**src/rtl/aes_key_sch_arb.sv**
```systemverilog
// aes_key_sch_arb: round-robin arbiter and sequencer for the shared AES-256 key-schedule core,
// with a per-requester cache of the last successfully expanded key.
module aes_key_sch_arb #(
  parameter int START_TIMEOUT = 4,
  parameter int RUN_TIMEOUT   = 32,
  parameter int CNT_W         = 6
) (
  input  logic         inClk,
  input  logic         inRstN,
  input  logic         inReq0,
  input  logic [255:0] inKey0,
  output logic         outAck0,
  output logic         outDone0,
  input  logic         inReq1,
  input  logic [255:0] inKey1,
  output logic         outAck1,
  output logic         outDone1,
  input  logic         inFlush,
  output logic         outSchWr,
  output logic [255:0] outSchKey,
  input  logic         inSchBusy,
  output logic         outSchOwner,
  output logic         outSchCapture,
  output logic         outErr,
  output logic         outBusy
);
  typedef enum logic [2:0] {IDLE, HIT, START, RUN, FIN} state_t;
  state_t state_q, state_d;
  logic [CNT_W-1:0] cnt_q, cnt_d, cnt_inc;
  logic err_q, err_d, owner_q, owner_d, last_q, last_d;
  logic [255:0] key_q, key_d, sch_key_q, sch_key_d, ck0_q, ck0_d, ck1_q, ck1_d, pkey;
  logic [1:0] vld_q, vld_d, own_bit;
  logic wr_q, wr_d, ack0_q, ack0_d, ack1_q, ack1_d, done0_q, done0_d, done1_q, done1_d;
  logic cap_q, cap_d, oerr_q, oerr_d;
  logic any, pick, hit, sel, fin_or_hit;
  assign any = inReq0 | inReq1;
  // On a tie the requester that was not served last wins.
  assign pick = (inReq0 & inReq1) ? ~last_q : inReq1;
  assign pkey = pick ? inKey1 : inKey0;
  // A flush on the selection edge already counts, so the compare sees invalid entries.
  assign hit = vld_q[pick] & ~inFlush & (pkey == (pick ? ck1_q : ck0_q));
  assign sel = (state_q == IDLE) & any;
  assign cnt_inc = cnt_q + 1'b1;
  assign own_bit = owner_q ? 2'b10 : 2'b01;
  always_ff @(posedge inClk or negedge inRstN) begin
    if (!inRstN) begin
      state_q   <= IDLE;
      cnt_q     <= '0;
      err_q     <= 1'b0;
      owner_q   <= 1'b0;
      last_q    <= 1'b1;
      key_q     <= '0;
      sch_key_q <= '0;
      ck0_q     <= '0;
      ck1_q     <= '0;
      vld_q     <= '0;
      wr_q      <= 1'b0;
      ack0_q    <= 1'b0;
      ack1_q    <= 1'b0;
      done0_q   <= 1'b0;
      done1_q   <= 1'b0;
      cap_q     <= 1'b0;
      oerr_q    <= 1'b0;
    end else begin
      state_q   <= state_d;
      cnt_q     <= cnt_d;
      err_q     <= err_d;
      owner_q   <= owner_d;
      last_q    <= last_d;
      key_q     <= key_d;
      sch_key_q <= sch_key_d;
      ck0_q     <= ck0_d;
      ck1_q     <= ck1_d;
      vld_q     <= vld_d;
      wr_q      <= wr_d;
      ack0_q    <= ack0_d;
      ack1_q    <= ack1_d;
      done0_q   <= done0_d;
      done1_q   <= done1_d;
      cap_q     <= cap_d;
      oerr_q    <= oerr_d;
    end
  end
  always_comb begin
    state_d = state_q;
    cnt_d   = cnt_q;
    err_d   = err_q;
    case (state_q)
      IDLE: begin
        state_d = any ? (hit ? HIT : START) : IDLE;
        cnt_d   = '0;
        err_d   = 1'b0;
      end
      HIT: state_d = IDLE;
      START: begin
        state_d = inSchBusy ? RUN : (cnt_inc == CNT_W'(START_TIMEOUT)) ? FIN : START;
        cnt_d   = inSchBusy ? '0 : cnt_inc;
        err_d   = ~inSchBusy & (cnt_inc == CNT_W'(START_TIMEOUT));
      end
      RUN: begin
        state_d = ~inSchBusy ? FIN : (cnt_inc == CNT_W'(RUN_TIMEOUT)) ? FIN : RUN;
        cnt_d   = cnt_inc;
        err_d   = inSchBusy & (cnt_inc == CNT_W'(RUN_TIMEOUT));
      end
      FIN: state_d = IDLE;
      default: state_d = IDLE;
    endcase
  end
  always_comb begin
    fin_or_hit = (state_q == HIT) | (state_d == FIN);
    ack0_d     = sel & ~pick;
    ack1_d     = sel & pick;
    wr_d       = sel & ~hit;
    sch_key_d  = wr_d ? pkey : sch_key_q;
    key_d      = sel ? pkey : key_q;
    owner_d    = sel ? pick : owner_q;
    cap_d      = state_d == RUN;
    done0_d    = fin_or_hit & ~owner_q;
    done1_d    = fin_or_hit & owner_q;
    oerr_d     = (state_d == FIN) & err_d;
    last_d     = (state_q == HIT || state_q == FIN) ? owner_q : last_q;
    vld_d      = inFlush ? 2'b00 : (state_q == FIN) ? (err_q ? vld_q & ~own_bit : vld_q | own_bit) : vld_q;
    ck0_d      = (state_q == FIN && !err_q && !owner_q) ? key_q : ck0_q;
    ck1_d      = (state_q == FIN && !err_q && owner_q) ? key_q : ck1_q;
  end
  assign outAck0       = ack0_q;
  assign outAck1       = ack1_q;
  assign outDone0      = done0_q;
  assign outDone1      = done1_q;
  assign outSchWr      = wr_q;
  assign outSchKey     = sch_key_q;
  assign outSchOwner   = owner_q;
  assign outSchCapture = cap_q;
  assign outErr        = oerr_q;
  assign outBusy       = state_q != IDLE;
endmodule

```
**config.mk**
```make
export PLATFORM = sky130hd
export DESIGN_NAME = aes_key_sch_arb
export DESIGN_NICKNAME = d
export VERILOG_FILES = /design/src/rtl/aes_key_sch_arb.sv
export SDC_FILE = /design/constraint.sdc
export NUM_CORES = 2
export LEC_CHECK = 0
export ABC_AREA = 1
export BUFFER_PORTS_ARGS = -buffer_cell sky130_fd_sc_hd__buf_2
export CAP_MARGIN = 20
export CORE_MARGIN = 2
export CORE_UTILIZATION = 42
export DETAILED_ROUTE_END_ITERATION = 6
export PLACE_DENSITY = 0.72
export SETUP_SLACK_MARGIN = 0.02
export SLEW_MARGIN = 0
export SYNTH_ARGS = -nofsm -noshare
export SYNTH_HDL_FRONTEND = slang
export SYNTH_SLANG_ARGS = --single-unit
export TNS_END_PERCENT = 100
```
**constraint.sdc**
```tcl
create_clock -name inClk -period 8 [get_ports inClk]
set_input_delay 0 -clock inClk [delete_from_list [all_inputs] [get_ports inClk]]
set_output_delay 0 -clock inClk [all_outputs]
set_load 0.03 [all_outputs]
```
==> results.txt <==
row count = 132
vias in the first global route = 53100
Reg clk slew, reported paths = 0.06 ns
sequential area share after synthesis = 0.479
Area contributors post-synth = dfrtp_1, nand2_1, o21ai_0
GR Overflow Total = 0
crit-path cells = nand2_8 -> nand2_8 -> buf_4 -> nand2_1 -> o21ai_0 -> dlygate4sd3_1 -> inv_1 -> nand2_1 -> nand4_1 -> nor2_1 -> nand2_1 -> nor2_1 -> nand2_1 -> nor2_1 -> nand3_4 -> nand2_8 -> buf_12 -> nand2_1 -> nand2_1
H-tree Lvls = 3
CP Class = reg -> reg
die width = 364 um
WP data required = 8.68 ns
Die Y-Extent = 364 um
slowest CP cell = buf_4
CTS sink cnt = 1045
Vias/cell = 5.10
boundary pin count = 783
Total GRT Usage = 0.271
Worst setup EP type = register
Netlist Area Pre-Place = 54600 um2
Hold Path Class = in -> reg
Max Fanout on Critical Path = 113
area growth from synthesis to layout = 28.2%
PwrDens = 349 nW/um2
largest net degree at the start of global routing = 209
CTS Root Cell = clkbuf_16
Tmin final = 7.08 ns
Final nets = 9531
Initial Util = 0.423
DRT Wirelength = 185000 um
Routed wire per std cell = 17.0 um
dpl cell area = 59400 um2
Post-Syn Area per Cell = 6.95 um2
Final GP Congestion = 0.875
setup TNS = 0 ns
Fmax = 0.141 GHz
CTS Buffer Depth = 3
number of buffers created by CTS = 112
status = finished, final reports clean
layout cell share with drive strength beyond 1 = 0.114
post-detail-place hpwl = 113000 um
total of max-cap violations = 0
worst skew pair latency = 0.76 ns
Final Power = 24.4 mW
Peak VDD IR = 233 uV
Largest stage delay, worst path = 0.73 ns
Final ANT Viol Nets = 0
commonest non-fill, non-tap cell in the layout = nand2_1
die area = 133000 um2
CP Data Arrival Time = 7.76 ns
final instance area = 70000 um2
final setup vio count = 0
cell mode on critical path = nand2_1
Final Util = 0.542
First DRT Iteration DRCs = 5495
Setup WS post-layout = 0.916 ns
crit share post-route = 0.885
flip-flop and latch count after synthesis = 1045
syn nets = 8368
DRC viols = 0
Clock Skew = 0.0394 ns
DRT Pass-1 Iters = 6
CTS tree = built
Final Max Tran Viols = 0
Synth warnings = 0
final hold violation count = 0
pre-CTS WS = 1.57 ns
unrepaired setup endpoints after global routing = no
Synth top area share = 0.479
Post-Syn Instances = 7848
Slew @ Worst Pin = 1.13 ns
post-synthesis cell type count = 32
commonest cells after routing, fill and taps aside = nand2_1, dfrtp_1, o21ai_0
core area = 129000 um2
first-pass GRT wire length = 286000 um
initial antenna violation count = 36
crit start category = register
post-synthesis cell type with the largest combined area = dfrtp_1
total number of vias = 55500
max_slew headroom = 0.245
Port Buf Inserts = 782
static leakage = 38.2 nW
-- repair_timing --
action	CTS	global route
gates resized for setup	0	0
endpoints found under the hold margin	773	0
setup buffers	0	0
hold buffers	670	0
-- worst max-delay path: cells and delay by family (launching register included) --
| kind | cells | cell delay [ns] |
|---|---|---|
| AND/OR/NAND/NOR | 14 | 3.89 |
| buffers and inverters | 4 | 1.94 |
| flip-flops | 1 | 0.58 |
| AO/OA/AOI/OAI | 1 | 0.24 |
-- path summary, 6_finish.rpt --
check / endpoint / cells after the start / from / slack, ns
worst max-delay path: outSchKey[13] / 19 / last_q / 0.92
worst min-delay path: outSchKey[251] / 6 / inKey1[251] / 0.06
worst max register to register: outSchKey[13] / 19 / last_q / 0.92
worst min register to register: outSchKey[246] / 2 / outSchKey[246] / 0.46
max in group asynchronous: key_q[208] / 5 / inRstN / 5.86
min in group asynchronous: ck0_q[74] / 4 / inRstN / 0.51
-- stage by stage --
stage	hold WS, ns	std cells
2_1_floorplan	-0.296	7848
3_5_place_dp	0.0690	9969
5_1_grt	0.0632	10900
3_3_place_gp	0.0500	9968
6_report	0.0641	10900
4_1_cts	0.0109	10800
-- sequential cells by signal (all words and copies together), names as in the netlist, 2 cells and up --
signal / count
outSchKey: 256
state_q: 3
ck0_q: 256
key_q: 256
cnt_q: 6
vld_q: 2
ck1_q: 256
-- cell usage after synthesis, drive strengths merged --
cell and number:
buf 212, dfrtp 1044, dfstp 1, nor3 5
ha 2, nand3 518, o22ai 8, a311oi 2
or2 12, xor2 3, nor2 139, nand2b 2
nand4 27, o211ai 1, a21oi 6, nand2 3553
clkbuf 248, o31ai 1, clkinv 1, o21ai 1048
o21bai 1, nand3b 109, inv 901, xnor2 3
and2 1
-- final cells by class --
type | instances | area, um2
Antenna cell | 23 | 57.6
Clock buffer | 164 | 3360
Multi-Input combinational cell | 5441 | 23100
Fill cell | 11800 | 59200
Sequential cell | 1045 | 26200
Inverter | 902 | 3400
Tap cell | 1742 | 2180
Timing Repair Buffer | 1509 | 11300
Clock inverter | 40 | 475
-- routing by layer --
| metal | vias up | track usage | share of wire |
|---|---|---|---|
| li1 | 26600 | - | - |
| met1 | 25900 | 0.350 | 0.41 |
| met2 | 2413 | 0.436 | 0.46 |
| met3 | 514 | 0.0507 | 0.080 |
| met4 | 26 | 0.135 | 0.049 |
| met5 | - | 0 | 0.00093 |
-- cells by family (layout without fill, tap and decap cells) --
family	count (synthesis)	count (layout)	synth area share
simple gates	4366	4366	0.322
flops	1045	1045	0.479
xor+xnor	6	6	0.000963
other cells	0	23	0
buf+inv	1362	2615	0.0991
fa+ha+maj	2	2	0.000458
compound gates	1067	1067	0.0983
-- where the power goes --
part | switching, mW | total, mW | internal [mW]
clock network | 2.26 | 5.42 | 3.16
logic | 6.80 | 10.1 | 3.27
registers | 1.34 | 8.94 | 7.61
total | 10.4 | 24.4 | 14.0
(Power assumes the default switching activity.)
